===== config.mk =====
export PLATFORM = sky130hd
export DESIGN_NAME = vga_px_reader
export DESIGN_NICKNAME = d
export VERILOG_FILES = /design/src/rtl/vga_px_reader.sv
export SDC_FILE = /design/constraint.sdc
export NUM_CORES = 1
export LEC_CHECK = 0
export CAP_MARGIN = 20
export CORE_MARGIN = 5
export CORE_UTILIZATION = 30
export DETAILED_ROUTE_END_ITERATION = 6
export GPL_ROUTABILITY_DRIVEN = 1
export MAX_ROUTING_LAYER = met4
export PLACE_DENSITY = 0.57
export SYNTH_ARGS = -nofsm -noshare
export SYNTH_HDL_FRONTEND = slang
export SYNTH_SLANG_ARGS = --single-unit

===== constraint.sdc =====
create_clock -name clk -period 5.6 [get_ports clk]
set_input_delay 0.84 -clock clk [delete_from_list [all_inputs] [get_ports clk]]
set_output_delay 0.84 -clock clk [all_outputs]
set_load 0.02 [all_outputs]

===== src/rtl/vga_px_reader.sv =====
// rtl/vga_px_reader.sv - VGA timing generator and 4x-scaled frame-buffer pixel reader
module vga_px_reader #(
    parameter int H_VIS = 640,
    parameter int H_FP  = 16,
    parameter int H_SYN = 96,
    parameter int H_BP  = 48,
    parameter int V_VIS = 480,
    parameter int V_FP  = 10,
    parameter int V_SYN = 2,
    parameter int V_BP  = 33,
    parameter int FB_W  = 160,
    parameter int FB_H  = 120,
    parameter int AW    = 15,
    parameter int DW    = 3
) (
    input  logic          clk,
    input  logic          rst,
    output logic [AW-1:0] mem_px_addr,
    input  logic [DW-1:0] mem_px_data,
    output logic          vga_r,
    output logic          vga_g,
    output logic          vga_b,
    output logic          vga_hs,
    output logic          vga_vs,
    output logic          vblank,
    output logic          frame_start
);

    localparam int H_TOT = H_VIS + H_FP + H_SYN + H_BP;
    localparam int V_TOT = V_VIS + V_FP + V_SYN + V_BP;
    localparam int HW    = $clog2(H_TOT);
    localparam int VW    = $clog2(V_TOT);

    logic [HW-1:0] h_cnt_q, h_cnt_d;
    logic [VW-1:0] v_cnt_q, v_cnt_d;
    logic          visible, hs_raw, vs_raw;
    logic [AW-1:0] px_x, px_y, row_base, addr_d;

    // Stage 1 registers: address plus the timing flags that travel with it
    logic          vis1_q, hs1_q, vs1_q;
    // Stage 2 registers: flags delayed to line up with the RAM read data
    logic          vis2_q, hs2_q, vs2_q;
    // Stage 3 registers: outputs
    logic [2:0]    rgb_q;
    logic          hs_q, vs_q;
    logic          vblank_q, frame_start_q;

    // Counter next-state: h wraps every line, v advances only on the h wrap
    always_comb begin
        h_cnt_d = h_cnt_q + 1'b1;
        v_cnt_d = v_cnt_q;
        if (h_cnt_q == HW'(H_TOT - 1)) begin
            h_cnt_d = '0;
            if (v_cnt_q == VW'(V_TOT - 1)) begin
                v_cnt_d = '0;
            end else begin
                v_cnt_d = v_cnt_q + 1'b1;
            end
        end
    end

    // Decode visibility, raw syncs and the scaled frame-buffer address from the counters
    always_comb begin
        visible = (h_cnt_q < HW'(H_VIS)) && (v_cnt_q < VW'(V_VIS));
        hs_raw  = !((h_cnt_q >= HW'(H_VIS + H_FP)) && (h_cnt_q < HW'(H_VIS + H_FP + H_SYN)));
        vs_raw  = !((v_cnt_q >= VW'(V_VIS + V_FP)) && (v_cnt_q < VW'(V_VIS + V_FP + V_SYN)));
        px_x    = AW'(h_cnt_q >> 2);
        px_y    = AW'(v_cnt_q >> 2);
        // 160 = 128 + 32, so the row base is two shifts and an add
        if (FB_W == 160) begin
            row_base = (px_y << 7) + (px_y << 5);
        end else begin
            row_base = px_y * AW'(FB_W);
        end
        addr_d = visible ? (row_base + px_x) : '0;
    end

    // Free-running raster counters
    always_ff @(posedge clk or negedge rst) begin
        if (!rst) begin
            h_cnt_q <= '0;
            v_cnt_q <= '0;
        end else begin
            h_cnt_q <= h_cnt_d;
            v_cnt_q <= v_cnt_d;
        end
    end

    // Three-stage pixel pipeline: address issue, RAM latency, colour/sync output
    always_ff @(posedge clk or negedge rst) begin
        if (!rst) begin
            mem_px_addr <= '0;
            vis1_q      <= 1'b0;
            hs1_q       <= 1'b1;
            vs1_q       <= 1'b1;
            vis2_q      <= 1'b0;
            hs2_q       <= 1'b1;
            vs2_q       <= 1'b1;
            rgb_q       <= '0;
            hs_q        <= 1'b1;
            vs_q        <= 1'b1;
        end else begin
            mem_px_addr <= addr_d;
            vis1_q      <= visible;
            hs1_q       <= hs_raw;
            vs1_q       <= vs_raw;
            vis2_q      <= vis1_q;
            hs2_q       <= hs1_q;
            vs2_q       <= vs1_q;
            rgb_q       <= vis2_q ? mem_px_data[2:0] : 3'b000;
            hs_q        <= hs2_q;
            vs_q        <= vs2_q;
        end
    end

    // Frame status flags, one clock behind the counters (not pipeline-aligned)
    always_ff @(posedge clk or negedge rst) begin
        if (!rst) begin
            vblank_q      <= 1'b0;
            frame_start_q <= 1'b0;
        end else begin
            vblank_q      <= (v_cnt_q >= VW'(V_VIS));
            frame_start_q <= (h_cnt_q == '0) && (v_cnt_q == '0);
        end
    end

    assign vga_r       = rgb_q[2];
    assign vga_g       = rgb_q[1];
    assign vga_b       = rgb_q[0];
    assign vga_hs      = hs_q;
    assign vga_vs      = vs_q;
    assign vblank      = vblank_q;
    assign frame_start = frame_start_q;

endmodule


==> results by group <==
GRT
  • Largest net degree at the start of global routing: 49
  • Vias in the first global route: 1640
  • GR Util All Layers: 10.14%
  • Overflow after GRT: 0
  • Initial antenna violation count: 0
  • First-pass GRT wire length: about 7800 µm

Clocking
  • H-tree levels: 2
  • Post-cts resize count: 0
  • Total CTS buffers: 5
  • Clk pin slew, worst setup/hold paths: around 0.090 ns
  • Clock root cell: clkbuf_8
  • Clock latency on the worst-skew pair: 0.30 ns
  • # hold bufs at CTS: 0
  • Postcts setup bufs: 0
  • Longest Clk Path Bufs: 2
  • Clock Sink Count: 48
  • CTS tree: built

Timing
  • Final Hold Fails: 0
  • Max Fclk: 420.3 MHz
  • Tightest Pin Transition: just over 0.6 ns
  • Max-slew violations: 0
  • Slew margin rel.: 59.42%
  • Max Clock Skew: 0.009516 ns
  • Final cycle utilization of the critical path: 42.49%
  • Setup Viol. Count Final: 0
  • Fin crit period: 2.379 ns
  • Setup TNS: 0 ns
  • RSZ-0062 raised after global routing: no
  • Worst Slack Setup Final: 3.221 ns

Critical path
  • Crit Reg-Reg Endpoint: mem_px_addr[12]
  • Arr. time, crit path: 2.59 ns
  • CP endpoint kind: flop
  • FF-to-FF setup slack: between 3 and 4 ns
  • Worst R2R Path Depth: 7
  • Critical path peak fanout: 7
  • Worst Path Required: 5.81 ns
  • CP startpoint kind: flop
  • R2R Path Start: v_cnt_q[2]
  • Setup CP Type: reg -> reg

Logic synthesis
  • Syn_area_per_cell: 11.27 µm²
  • Yosys reg bits: 48
  • Prevailing post-synth register cell: dfrtp_1
  • Net Count, Synth: 238
  • Post-synthesis mux area share: 0.8421%
  • Post-synthesis cell count: roughly 210
  • Most frequent cell after synthesis: dfrtp_1
  • Mapped cell area: 2377 µm²
  • Synth Area in Compound Gates: 7.474%
  • Synth top area cells: dfrtp_1, ha_1, dfstp_2
  • Synth Area in Simple Gates: 20.05%
  • EDFF count, synth: 0
  • XOR/XNOR Fraction of Synth Area: 4.789%
  • FFs w/ async S/R, synth: 100.0%
  • Synth top cells by count: dfrtp_1, ha_1, nor2_1
  • Seq/Total Area, Yosys: roughly half
  • Yosys warns: 0
  • Largest family of logic cells by synthesized area: simple AND/OR/NAND/NOR gates
  • Synth cell types: 44
  • Area share of the largest cell type after synthesis: 44.21%
  • Area leader, netlist: dfrtp_1
  • Synth Area in Adders: 12.21%

Place
  • GPL Wtd Cong: 0.7982
  • Pre-CTS setup slack: 3.268 ns
  • DPL Wire Length: roughly 3100 µm
  • Number of port buffers: 26

Cells and area
  • Ant. Diodes: 0
  • Layout cells sized above 1: 10.79%
  • Final Core Density: between 30 and 40%
  • Syn-to-layout area delta: 19.26%
  • Final net count: 267

Hold path
  • Hold EP: vis2_q
  • Hold Path Class: reg -> reg
  • HP Start: vis1_q
  • Min-Delay Path Depth: 0

Drt
  • DRT met1 WL: 2069 µm
  • Final wirelength: about 4400 µm
  • TritonRoute pass-1 iters: 4
  • Vias: 1560
  • Post-route ant nets: 0
  • DR WL/cell: 12.85 µm
  • Met3 WL post-DR: 201 µm
  • Met2 WL: ~2000 µm
  • Iter 0 DRT Violations: 113
  • Max Used Layer: met4
  • DRC Markers: 0
  • Vias per inst: 4.548

Power
  • P_leak: 1.332 nW
  • Worst vdd ir: 0.08149 mV
  • Pwr/cell area: 204.5 nW/µm²

Floorplan
  • Die Y: 99.02 µm
  • Initial Util: about 31%
  • Core area: 7727 µm²
  • # IOs: 27
  • Row count: 32
  • DIE AREA: a little under 10000 µm²
  • Die W: slightly below 100 µm

Run
  • Maxcap violations: 0

Run status
  • Status: completed
-- through the flow --
step	area, µm²	instances	total power (W)	hold WS, ns
after floorplan	2377	211	0.0003569	0.3312
after global routing	2835	343	0.0006049	0.3641
final	2835	343	0.0005798	0.3566
after global placement	2739	335	0.0003689	0.3337
after CTS	2835	343	0.0005882	0.3598
after detailed placement	2739	335	0.0003690	0.3405
-- state kept, by name (all words and copies together), names as in the netlist --
register and flops:
mem_px_addr 15, h_cnt_q 10, v_cnt_q 10, rgb_q 3
frame_start 1, hs1_q 1, hs2_q 1, vblank 1
vga_hs 1, vga_vs 1, vis1_q 1, vis2_q 1
vs1_q 1, vs2_q 1
-- worst max-delay path by stage --
stage / from / end / cells after the start
CTS: h_cnt_q[9] / mem_px_addr[14] / 8
global route: v_cnt_q[2] / mem_px_addr[13] / 8
floorplan: h_cnt_q[9] / mem_px_addr[14] / 8
global placement: h_cnt_q[9] / mem_px_addr[14] / 8
detailed placement: v_cnt_q[2] / mem_px_addr[14] / 8
finish: v_cnt_q[2] / mem_px_addr[12] / 7
-- logic make-up after synthesis --
family,Yosys count
buf+inv,21
fa+ha+maj,22
simple gates,79
mux,2
flops,48
xor+xnor,13
compound gates,26
-- power breakdown --
part,internal (W),total (W),switching [W]
clock network,0.000101,0.000218,0.000117
registers,0.000348,0.000348,0.000000209
logic,0.00000485,0.0000136,0.00000874
total,0.000453,0.000580,0.000126
-- per-layer routing --
metal	global-route usage [%]	up-vias
met5	-	-
met4	5.147	0
met3	2.619	10
met2	15.75	28
met1	12.12	732
li1	-	790
-- critical path: stages (launching register included) --
cell and delay, ns:
dfrtp_1 0.48, inv_1 0.13, fa_1 0.52, fa_1 0.46, nor2b_1 0.21, o31a_1 0.19
o21ai_0 0.10, a211oi_1 0.20
-- placed cells by master, fill, tap and decap left out, drive strengths merged, types with 4 or more instances in the layout --
| cell | n |
|---|---|
| nor3 | 5 |
| xnor2 | 9 |
| o21a | 4 |
| nor2 | 16 |
| inv | 16 |
| ha | 20 |
| o21ai | 9 |
| xor2 | 4 |
| clkbuf | 6 |
| dfstp | 6 |
| clkdlybuf4s50 | 25 |
| nand4 | 4 |
| nor4 | 5 |
| nand2 | 4 |
| dfrtp | 42 |
| and2 | 9 |
| nand3 | 15 |
| and3 | 8 |
-- layout make-up --
class | instances | area, µm²
clock buffers | 6 | 82.58
clock inverters | 2 | 13.76
fillers | 752 | 4892
inverters | 16 | 61.31
multi-input cells | 142 | 1079
flip-flops and latches | 48 | 1209
well taps | 102 | 127.6
repair buffers | 27 | 262.8
No activity file was read; power rests on OpenSTA's default activity.
